<file path="src/rtl/gol_pkg.sv">
// Shared constants and state encoding for the Game of Life display path.
package gol_pkg;

   localparam int unsigned COLS      = 40;
   localparam int unsigned ROWS      = 30;
   localparam int unsigned CELL_PX   = 4;
   localparam int unsigned X_W       = 8;
   localparam int unsigned Y_W       = 7;
   localparam int unsigned ROW_W     = 5;
   localparam int unsigned COL_W     = $clog2(COLS);
   localparam int unsigned PX_SIDE_W = $clog2(CELL_PX);
   localparam int unsigned PX_W      = 2 * PX_SIDE_W;

   localparam logic [2:0] ALIVE_COLOUR = 3'b111;
   localparam logic [2:0] DEAD_COLOUR  = 3'b000;

   typedef enum logic {
      StIdle = 1'b0,
      StPlot = 1'b1
   } state_e;

endpackage

</file>
<file path="src/rtl/scan_counter.sv">
// Wrap-around counter with enable, synchronous clear and terminal-count flag.
module scan_counter #(
   parameter int unsigned Modulo = 16,
   parameter int unsigned Width  = $clog2(Modulo)
) (
   input  logic             clk_i,
   input  logic             clear_i,
   input  logic             en_i,
   output logic [Width-1:0] count_o,
   output logic             tc_o
);

   logic [Width-1:0] count_q, count_d;

   assign tc_o    = (count_q == Width'(Modulo - 1));
   assign count_o = count_q;

   always_comb begin
      count_d = count_q;
      if (clear_i) begin
         count_d = '0;
      end else if (en_i) begin
         count_d = tc_o ? '0 : count_q + 1'b1;
      end
   end

   always_ff @(posedge clk_i) begin
      count_q <= count_d;
   end

endmodule

</file>
<file path="src/rtl/row_plotter.sv">
// Expands one 40-cell grid row into CELL_PX x CELL_PX pixel blocks, one pixel per clock.
module row_plotter
   import gol_pkg::*;
(
   input  logic              clk,
   input  logic              reset,
   input  logic              row_valid,
   output logic              row_ready,
   input  logic [ROW_W-1:0]  row_idx,
   input  logic [COLS-1:0]   row_data,
   output logic [X_W-1:0]    x,
   output logic [Y_W-1:0]    y,
   output logic [2:0]        colour,
   output logic              plot,
   output logic              busy,
   output logic              frame_done
);

   state_e             state_q, state_d;
   logic               row_ready_q, plot_q, frame_done_q;
   logic [X_W-1:0]     x_q, x_d;
   logic [Y_W-1:0]     y_q, y_d;
   logic [2:0]         colour_q, colour_d;
   logic [ROW_W-1:0]   row_q;
   logic [COLS-1:0]    data_q;
   logic               accept, start, last;
   logic [PX_W-1:0]    px_cnt;
   logic [COL_W-1:0]   col_cnt;
   logic               px_tc, col_tc;

   scan_counter #(
      .Modulo (CELL_PX * CELL_PX),
      .Width  (PX_W)
   ) u_px_cnt (
      .clk_i   (clk),
      .clear_i (reset | start),
      .en_i    (state_q == StPlot),
      .count_o (px_cnt),
      .tc_o    (px_tc)
   );

   scan_counter #(
      .Modulo (COLS),
      .Width  (COL_W)
   ) u_col_cnt (
      .clk_i   (clk),
      .clear_i (reset | start),
      .en_i    ((state_q == StPlot) & px_tc),
      .count_o (col_cnt),
      .tc_o    (col_tc)
   );

   always_comb begin
      state_d = state_q;
      accept  = 1'b0;
      start   = 1'b0;
      last    = 1'b0;
      unique case (state_q)
         StIdle: begin
            if (row_valid && row_ready_q) begin
               accept = 1'b1;
               // Out-of-range rows are consumed but never drawn.
               if (row_idx < ROW_W'(ROWS)) begin
                  start   = 1'b1;
                  state_d = StPlot;
               end
            end
         end
         StPlot: begin
            if (px_tc && col_tc) begin
               last    = 1'b1;
               state_d = StIdle;
            end
         end
         default: state_d = StIdle;
      endcase
   end

   always_comb begin
      x_d      = (X_W'(col_cnt) << PX_SIDE_W) | X_W'(px_cnt[PX_SIDE_W-1:0]);
      y_d      = (Y_W'(row_q) << PX_SIDE_W) | Y_W'(px_cnt[PX_W-1:PX_SIDE_W]);
      colour_d = data_q[COL_W'(COLS - 1) - col_cnt] ? ALIVE_COLOUR : DEAD_COLOUR;
   end

   always_ff @(posedge clk) begin
      if (reset) begin
         state_q      <= StIdle;
         row_ready_q  <= 1'b0;
         plot_q       <= 1'b0;
         frame_done_q <= 1'b0;
         x_q          <= '0;
         y_q          <= '0;
         colour_q     <= '0;
         row_q        <= '0;
         data_q       <= '0;
      end else begin
         state_q      <= state_d;
         row_ready_q  <= (state_d == StIdle);
         plot_q       <= (state_q == StPlot);
         frame_done_q <= last && (row_q == ROW_W'(ROWS - 1));
         if (state_q == StPlot) begin
            x_q      <= x_d;
            y_q      <= y_d;
            colour_q <= colour_d;
         end
         if (accept) begin
            row_q  <= row_idx;
            data_q <= row_data;
         end
      end
   end

   assign row_ready  = row_ready_q;
   assign busy       = (state_q == StPlot);
   assign plot       = plot_q;
   assign frame_done = frame_done_q;
   assign x          = x_q;
   assign y          = y_q;
   assign colour     = colour_q;

endmodule

</file>
<file path="config.mk">
export PLATFORM = sky130hd
export DESIGN_NAME = row_plotter
export DESIGN_NICKNAME = d
export VERILOG_FILES = /design/src/rtl/gol_pkg.sv /design/src/rtl/scan_counter.sv /design/src/rtl/row_plotter.sv
export SDC_FILE = /design/constraint.sdc
export NUM_CORES = 1
export LEC_CHECK = 0
export BUFFER_PORTS_ARGS = -buffer_cell sky130_fd_sc_hd__buf_2
export CAP_MARGIN = 15
export CORE_ASPECT_RATIO = 1.5
export CORE_MARGIN = 4
export CORE_UTILIZATION = 46
export CTS_BUF_LIST = sky130_fd_sc_hd__clkbuf_4
export DETAILED_ROUTE_END_ITERATION = 6
export PLACE_DENSITY = 0.69
export SLEW_MARGIN = 10
export SYNTH_ARGS = -nofsm -noshare
export SYNTH_HDL_FRONTEND = slang
export SYNTH_SLANG_ARGS = --single-unit
</file>
<file path="constraint.sdc">
create_clock -name clk -period 4.3 [get_ports clk]
set_clock_uncertainty 0.1 [all_clocks]
set_input_delay 0.215 -clock clk [delete_from_list [all_inputs] [get_ports clk]]
set_output_delay 0.215 -clock clk [all_outputs]
set_load 0.01 [all_outputs]
</file>
## After elaboration in Yosys (flattened, before gate mapping)

Cells that the tools add are included.

| storage, ports and cells | value |
|---|---|
| register bits after elaboration | 77 |
| latch bits | 0 |
| RAM bits | 0 |
| bits in read-only memories | 0 |
| output and inout port bits | 22 |
| logic and storage cells | 42 |
| memories kept | 0 |

| operators by class | value |
|---|---|
| add/subtract/negate cells | 3 |
| multiply operators | 0 |
| div/mod/pow operators | 0 |
| magnitude comparators | 2 |
| equality and inequality tests | 3 |
| shifts and indexed selects | 0 |
| multiplexer cells | 14 |
| bitwise logic cells | 6 |
| reduce and logical (&&, ||, !) cells | 3 |

Operator list:

| cell | number |
|---|---|
| 1-bit two-way mux | 9 |
| 8-bit by 2-bit OR with 8-bit output | 1 |
| 6-bit by 7-bit < comparator with 1-bit output, second input constant | 1 |
| 7-bit by 2-bit OR with 7-bit output | 1 |
| 6-bit by 1-bit adder with 6-bit output, second input constant | 1 |
| 1-bit binary-select mux with 6-bit select | 1 |
| 6-bit == test, second input constant | 1 |
| 6-bit two-way mux | 1 |
| 6-bit subtractor, first input constant | 1 |
| 5-bit == test, second input constant | 1 |
| 5-bit < comparator, second input constant | 1 |
| 4-bit by 1-bit adder with 4-bit output, second input constant | 1 |
| 4-bit == test, second input constant | 1 |
| 4-bit two-way mux | 1 |
| 1-bit logical AND | 3 |
| 3-bit two-way mux | 1 |
| 1-bit inverter | 2 |
| 1-bit case mux with 2 select lines | 1 |
| 1-bit AND | 1 |
| 1-bit OR | 1 |

## Logic depth before layout (Yosys ltp)

Gate-level depths: netlist of the first run.

| logic depth | value |
|---|---|
| word-level depth | 5 |
| mapped depth | 6 |
| depth with buffers taken out | 6 |

## Hierarchy

Synthesis of the first run repeated with hierarchy kept, for this count alone.

| unflattened totals | value |
|---|---|
| cells, all modules | 352 |
| area total of the unflattened synthesis | 3120.5 µm² |

Modules (own cells, without submodules):

| module | instances | cells each | area an instance (µm²) | sequential area each (µm²) |
|---|---|---|---|---|
| row_plotter | 1 | 305 | 2673.8 | 1301.2 |
| scan_counter (u_col_cnt) | 1 | 28 | 270.3 | 120.1 |
| scan_counter (u_px_cnt) | 1 | 19 | 176.4 | 80.1 |

## Worst setup path before layout of the first run

OpenSTA, ideal clock, no wires.

| path | value |
|---|---|
| path kind | register to register |
| from | register u_col_cnt.count_q[0], in the netlist u_col_cnt.count_o[0] |
| to | register colour_q[1], in the netlist colour[1] |
| data arrival time | 1.690 ns |
| data required time | 4.068 ns |
| path slack | 2.378 ns |
| cell stages (with the launch flop) | 6 |
| cells stage by stage | dfxtp_1 buf_6 mux4_2 mux4_2 nand3b_1 a311oi_1 |

| on the way | value |
|---|---|
| cells in the longest elaborated chain, start to end | 4 |

RTL lines:

| item | RTL line | text |
|---|---|---|
| start: declaration | scan_counter.sv:13 | `logic [Width-1:0] count_q, count_d;` |
| start signal: assignment | scan_counter.sv:28 | `count_q <= count_d;` |
| 6-bit subtractor | row_plotter.sv:82 | `colour_d = data_q[COL_W'(COLS - 1) - col_cnt] ? ALIVE_COLOUR : DEAD_COLOUR;` |
| 1-bit binary-select mux with 6-bit select | row_plotter.sv:82 |  |
| 1-bit two-way mux (not written as such) | row_plotter.sv:82 |  |
| 3-bit two-way mux | row_plotter.sv:82 |  |
| end signal: assignment | row_plotter.sv:104 | `colour_q <= colour_d;` |
| end: declaration | row_plotter.sv:23 | `logic [2:0] colour_q, colour_d;` |

Every way passes these cells. The select of a mux whose other input is x is not followed.
A chain may end at the register's enable or synchronous reset.

## Final worst setup path of the first run

Ends and elaborated chain as after synthesis.

==> summary.md, run 1 <==
| Metric | Value |
|---|---|
| Status | finished clean |
| Vias per cell | 5.21 |
| Synthesized area | 0.00309 sq mm |
| Worst reg-to-reg setup slack | 1980 ps |
| # nets final | 504 |
| Critical path required time | 4510 ps |
| Synth top area share | 48.6% |
| Leakage | 1.61 nW |
| Layout Area Growth over Synthesis | 31.3% |
| Vias in the first global route | 2,760 |
| Worst Path Arrival | 2520 ps |
| Largest area contributor in the netlist | dfxtp_1 |
| Placed Instances | 471 |
| Clock buffer depth | 2 |
| Tcrit/Tclk final | 53.9% |
| Initial antenna violation count | 1 |
| CTS Buf Count | 9 |
| Post-CTS sizing | 0 |
| I/O Buffers | 69 |
| Core ar. | 0.00653 sq mm |
| Cell variety after synth | 33 |
| Routed wire length | 7.39 mm |
| Critical-path maximum fanout | 14 |
| Post-synth EDFFs | 0 |
| Setup ws final | 1980 ps |
| Worst slew pin tran | 875 ps |
| GRT Total Usage | 19.4% |
| Endpoint class of the critical path | flop |
| Pin count of the biggest net entering global routing | 67 |
| # IOs | 70 |
| Die Ht | 108 um |
| Fin. max-slew vios | 0 |
| Die area | 0.00812 sq mm |
| Hold_sp | reset |
| Hold Vio Cnt, Final | 0 |
| Wire per inst | 13.8 um |
| Cell family with most CP delay | multiplexers |
| Sequential area share after synthesis | 48.6% |
| Final Wtd Congestion | 0.887 |
| Post-Syn Instances | 349 |
| Top_reg_cell synth | dfxtp_1 |
| First-pass GRT wire length | 12.2 mm |
| Synthesized flop and latch total | 75 |
| Share of post-route cells with drive strength above 1 | 21.4% |
| H-tree depth | 3 |
| Unrepaired setup endpoints after global routing | false |
| Design Area, Final | 0.00406 sq mm |
| Layout Cells excl Fill | 534 |
| Clock transition at the registers of the reported paths | 140 ps |
| Synth top cells by count | nand2_1 (94), dfxtp_1 (75), a21oi_1 (56) |
| Power per Cell Area | 327 mW/mm^2 |
| CTS tree | yes |
| Clock Latency Late Sink | 440 ps |
| Setup-failing EPs final | 0 |
| Critical path's slowest cell | dfxtp_1 |
| Max_slew headroom | 41.5% |
| Synth warnings | 0 |
| Worst hold path type | primary input to flop |
| TritonRoute pass-1 iters | 4 |
| Cell area after placement | 0.00344 sq mm |
| Row count | 36 |
| WP buf/inv | 0 |
| Setup bufs post-CTS | 0 |
| Delay of the slowest critical-path stage | 790 ps |
| Syn Nets | 401 |
| Crit path launch type | flop |
| Reg-to-reg startpoint | u_col_cnt.count_o[0] |
| Grt total ovfl | 0 |
| DRC Markers | 0 |
| Initial core utilization | 47.3% |
| Synth Area per Inst | 8.86 sq um |
| Via count | 2,782 |
| Start point of the critical path | u_col_cnt.count_o[0] |
| Pre-CTS setup slack | 1930 ps |
| WS Path Type | flop to flop |
| Cell with the most instances after synthesis | nand2_1 |
| 1st-iter DRT viols | 116 |
| Top cells by area, synth | dfxtp_1 (49%), nand2_1 (11%), a21oi_1 (9.1%), mux2i_1 (5.8%), mux4_2 (5.8%) |
| Setup tns final | 0 ps |
| Root Buffer | clkbuf_4 |
| DRT antenna net count | 0 |
| VDD IR max | 0.255 mV |
| Total of max-cap violations | 0 |
| Total clock sinks | 75 |
| Asr flop ratio synth | 0% |
| Achievable frequency | 432 MHz |
| Hold_buf cts | 45 |
| Die X | 74.9 um |
| Hpwl dp | 4.87 mm |
| Critical Path, Cell by Cell | mux4_1 -> mux4_2 -> nand3b_1 -> a311oi_1 |
| Tmin final | 2320 ps |
-- state kept, by name, summed over array words and instances (netlist names) --
register	count
colour	1
u_col_cnt.count_o	6
frame_done	1
row_ready	1
busy	1
u_px_cnt.count_o	4
y	7
plot	1
row_q	5
data_q	40
x	8
-- final cells by class --
class | count | area [sq um]
fillers | 548 | 2470
flip-flops and latches | 75 | 1500
multi-input cells | 246 | 1480
repair buffers | 117 | 831
well taps | 76 | 95.1
clock inverters | 7 | 75.1
clock buffers | 9 | 67.6
inverters | 3 | 11.3
diodes | 1 | 2.50
-- through the flow --
stage / hold slack (ps) / total power [mW] / util [%]
2_1_floorplan: 251 / 0.822 / -
3_3_place_gp: 341 / 0.864 / 52.7
3_5_place_dp: 347 / 0.866 / 52.7
4_1_cts: 278 / 1.33 / 61.8
5_1_grt: 98.7 / 1.38 / 62.2
6_report: 86.0 / 1.33 / 62.2
-- where the power goes --
group | total, mW | switching (mW) | internal, mW
Combinational | 0.149 | 0.0715 | 0.0776
Sequential | 0.735 | 0.0154 | 0.720
Clock | 0.442 | 0.261 | 0.181
-- logic make-up after synthesis --
| group | count (synthesis) | synth area share [%] |
|---|---|---|
| buf+inv | 28 | 3.93 |
| mux | 30 | 14.6 |
| xor+xnor | 3 | 0.850 |
| simple gates | 143 | 19.0 |
| compound gates | 66 | 11.5 |
| fa+ha+maj | 4 | 1.62 |
| flops | 75 | 48.6 |
-- cells in the final DEF (no fill, tap or decap), types with 2 or more instances in the layout --
master	count
nand2_1	94
dfxtp_1	75
buf_2	69
a21oi_1	56
dlygate4sd3_1	45
nor2_1	27
mux2i_1	18
clkbuf_4	9
mux4_2	8
nand3_1	7
ha_1	4
inv_1	3
nand3b_1	3
nor3_1	3
mux4_1	3
nand4_1	2
and3_1	2
o21ai_0	2
a41oi_1	2
xnor2_1	2
a311oi_1	2
clkinv_2	2
clkinv_4	2
inv_6	2
buf_4	2
-- final timing paths --
kind,depth (start not counted),endpoint
hold / removal,2,plot
setup reg to reg,4,colour[1]
setup / recovery,4,colour[1]
hold reg to reg,2,data_q[19]
-- per-layer routing --
metal | vias up | wire, um | global-route usage [%]
li1 | 1410 | - | -
met4 | 0 | 214 | 8.65
met5 | - | 0 | 0
met3 | 20 | 266 | 4.09
met1 | 1291 | 2900 | 21.1
met2 | 61 | 4010 | 35.0
(Power assumes the default switching activity.)
==> run 2: changes to the inputs <==
--- a/config.mk
+++ b/config.mk
@@ -12,7 +12,7 @@
 export CORE_UTILIZATION = 46
 export CTS_BUF_LIST = sky130_fd_sc_hd__clkbuf_4
 export DETAILED_ROUTE_END_ITERATION = 6
-export PLACE_DENSITY = 0.69
+export PLACE_DENSITY = 0.71
 export SLEW_MARGIN = 10
 export SYNTH_ARGS = -nofsm -noshare
 export SYNTH_HDL_FRONTEND = slang
==> constraint.sdc (replaced) <==
create_clock -name clk -period 1.9 [get_ports clk]
set_clock_uncertainty 0.1 [all_clocks]
set_input_delay 0.095 -clock clk [delete_from_list [all_inputs] [get_ports clk]]
set_output_delay 0.095 -clock clk [all_outputs]
set_load 0.01 [all_outputs]
==> summary.md, run 2 (synthesized netlist as in run 1, its figures left out) <==
| Metric | Value |
|---|---|
| I/O Buffers | 69 |
| Sw Share | 23.3% |
| Pre-CTS setup slack | 55.4 ps |
| Leakage | 1.66 nW |
| Hold_sp | row_valid |
| Setup-failing EPs final | 0 |
| # nets final | 512 |
| Cell area after placement | 0.00351 sq mm |
| Setup bufs post-CTS | 0 |
| Design Area, Final | 0.00417 sq mm |
| Delay of the slowest critical-path stage | 490 ps |
| Vias per cell | 5.18 |
| Tcrit/Tclk final | 95.9% |
| DRC Markers | 0 |
| Util after Layout | 63.9% |
| Reg-to-reg startpoint | u_col_cnt.count_o[0] |
| TritonRoute pass-1 iters | 4 |
| Unrepaired setup endpoints after global routing | false |
| Initial antenna violation count | 0 |
| CTS tree | yes |
| Clock power frac | 38.3% |
| Achievable frequency | 549 MHz |
| Share of post-route cells with drive strength above 1 | 24.1% |
| Final Wtd Congestion | 0.875 |
| ANT cells | 0 |
| Seq pwr share | 51.3% |
| Hold endpoint | busy |
| First-pass GRT wire length | 12.1 mm |
| Most frequent CP cell | mux4_2 |
| Power per Cell Area | 779 mW/mm^2 |
| Critical Path, Cell by Cell | mux4_2 -> mux4_2 -> nand3b_1 -> a311oi_2 |
| Endpoint class of the critical path | flop |
| Commonest non-fill, non-tap cell in the layout | nand2_1 |
| Pin count of the biggest net entering global routing | 46 |
| Worst slew pin tran | 412 ps |
| # IOs | 70 |
| Fill cell count | 537 |
| PnR Total Power | 3.25 mW |
| Row count | 36 |
| Hold Vio Cnt, Final | 0 |
| Hold path cells | 5 |
| Max_slew headroom | 72.5% |
| Layout Cells excl Fill | 541 |
| Clock Latency Late Sink | 440 ps |
| Initial core utilization | 47.3% |
| Crit path launch type | flop |
| Critical path required time | 2090 ps |
| DRT antenna net count | 0 |
| Setup ws final | 78.2 ps |
| Clock buffer depth | 2 |
| Cells on worst reg2reg path | 4 |
| Tmin final | 1820 ps |
| Total clock sinks | 75 |
| Wire per inst | 13.5 um |
| Die area | 0.00812 sq mm |
| Multi-input logic area | 0.00147 sq mm |
| GRT Total Usage | 19.4% |
| Hpwl dp | 5.01 mm |
| Comb power frac | 10.5% |
| Cell Int Power | 2.49 mW |
| Min Hold Slack | 102 ps |
| Status | finished clean |
| Placed Instances | 479 |
| Largest register FFs | 40 |
| Grt total ovfl | 0 |
| Root Buffer | clkbuf_4 |
| Fin. max-slew vios | 0 |
| Vias in the first global route | 2,646 |
| Core ar. | 0.00653 sq mm |
| Worst reg-to-reg setup slack | 80 ps |
| Die X | 74.9 um |
| Reg area | 0.00151 sq mm |
| H-tree depth | 3 |
| Total of max-cap violations | 0 |
| Clock transition at the registers of the reported paths | 130 ps |
| Via count | 2,804 |
| Worst Path Arrival | 2010 ps |
| VDD IR max | 0.510 mV |
| 1st-iter DRT viols | 132 |
| CTS Buf Count | 9 |
| Worst hold path type | primary input to flop |
| Critical-path maximum fanout | 5 |
| Routed wire length | 7.31 mm |
| R2R Path End | colour[1] |
| WS Path Type | flop to flop |
| Top reg by flops | data_q |
| Psw | 0.757 mW |
| Layout Area Growth over Synthesis | 34.9% |
| Critical path's slowest cell | mux4_2 |
| Most frequent cells in the layout | nand2_1 (94), dfxtp_1 (73), buf_2 (69), a21oi_1 (56), dlygate4sd3_1 (46) |
| Die Ht | 108 um |
| Setup tns final | 0 ps |
-- run 2: worst max-delay path by stage --
stage / slack (ps) / endpoint / from / cells past startpoint
after global routing: 3 / busy / busy / 2
after global placement: 90 / colour[1] / u_col_cnt.count_o[0] / 4
after CTS: 20 / colour[1] / u_col_cnt.count_o[0] / 4
after detailed placement: 60 / colour[1] / u_col_cnt.count_o[0] / 4
final: 80 / colour[1] / u_col_cnt.count_o[0] / 4
after floorplan: 40 / colour[1] / u_col_cnt.count_o[0] / 5
-- run 2: timing repair --
action                                  CTS  global route
hold buffers                             46             0
hold endpoints to repair                 56             0
endpoints found under the setup margin    0             1
resized for setup                         0             8
-- run 2: power groups by stage --
stage,combinational [mW],sequential (mW),clock (mW)
finish,0.340,1.67,1.24
global route,0.377,1.67,1.33
CTS,0.338,1.67,1.27
detailed placement,0.265,1.70,0
global placement,0.262,1.70,0
floorplan,0.171,1.69,0
-- run 2: final cells by class --
type	count	area share (%)
clock buffer	10	1.80
clock inverter	6	2.67
inverter	3	0.270
multi-input combinational	246	35.3
sequential	75	36.1
tap	76	2.28
timing repair buffer	125	21.5
-- run 2: per-layer routing --
metal	GRT usage (%)	up-vias	routed length, um
met1	22.2	1305	2880
met3	4.84	13	337
li1	-	1410	-
met4	7.38	0	141
met2	33.8	76	3950
met5	0	-	0
-- run 2: worst max-delay path, delay by kind of cell, from the launching register on --
kind | cells | cell delay (ps)
flops | 1 | 420
mux | 2 | 960
simple gates | 1 | 110
compound gates | 1 | 100
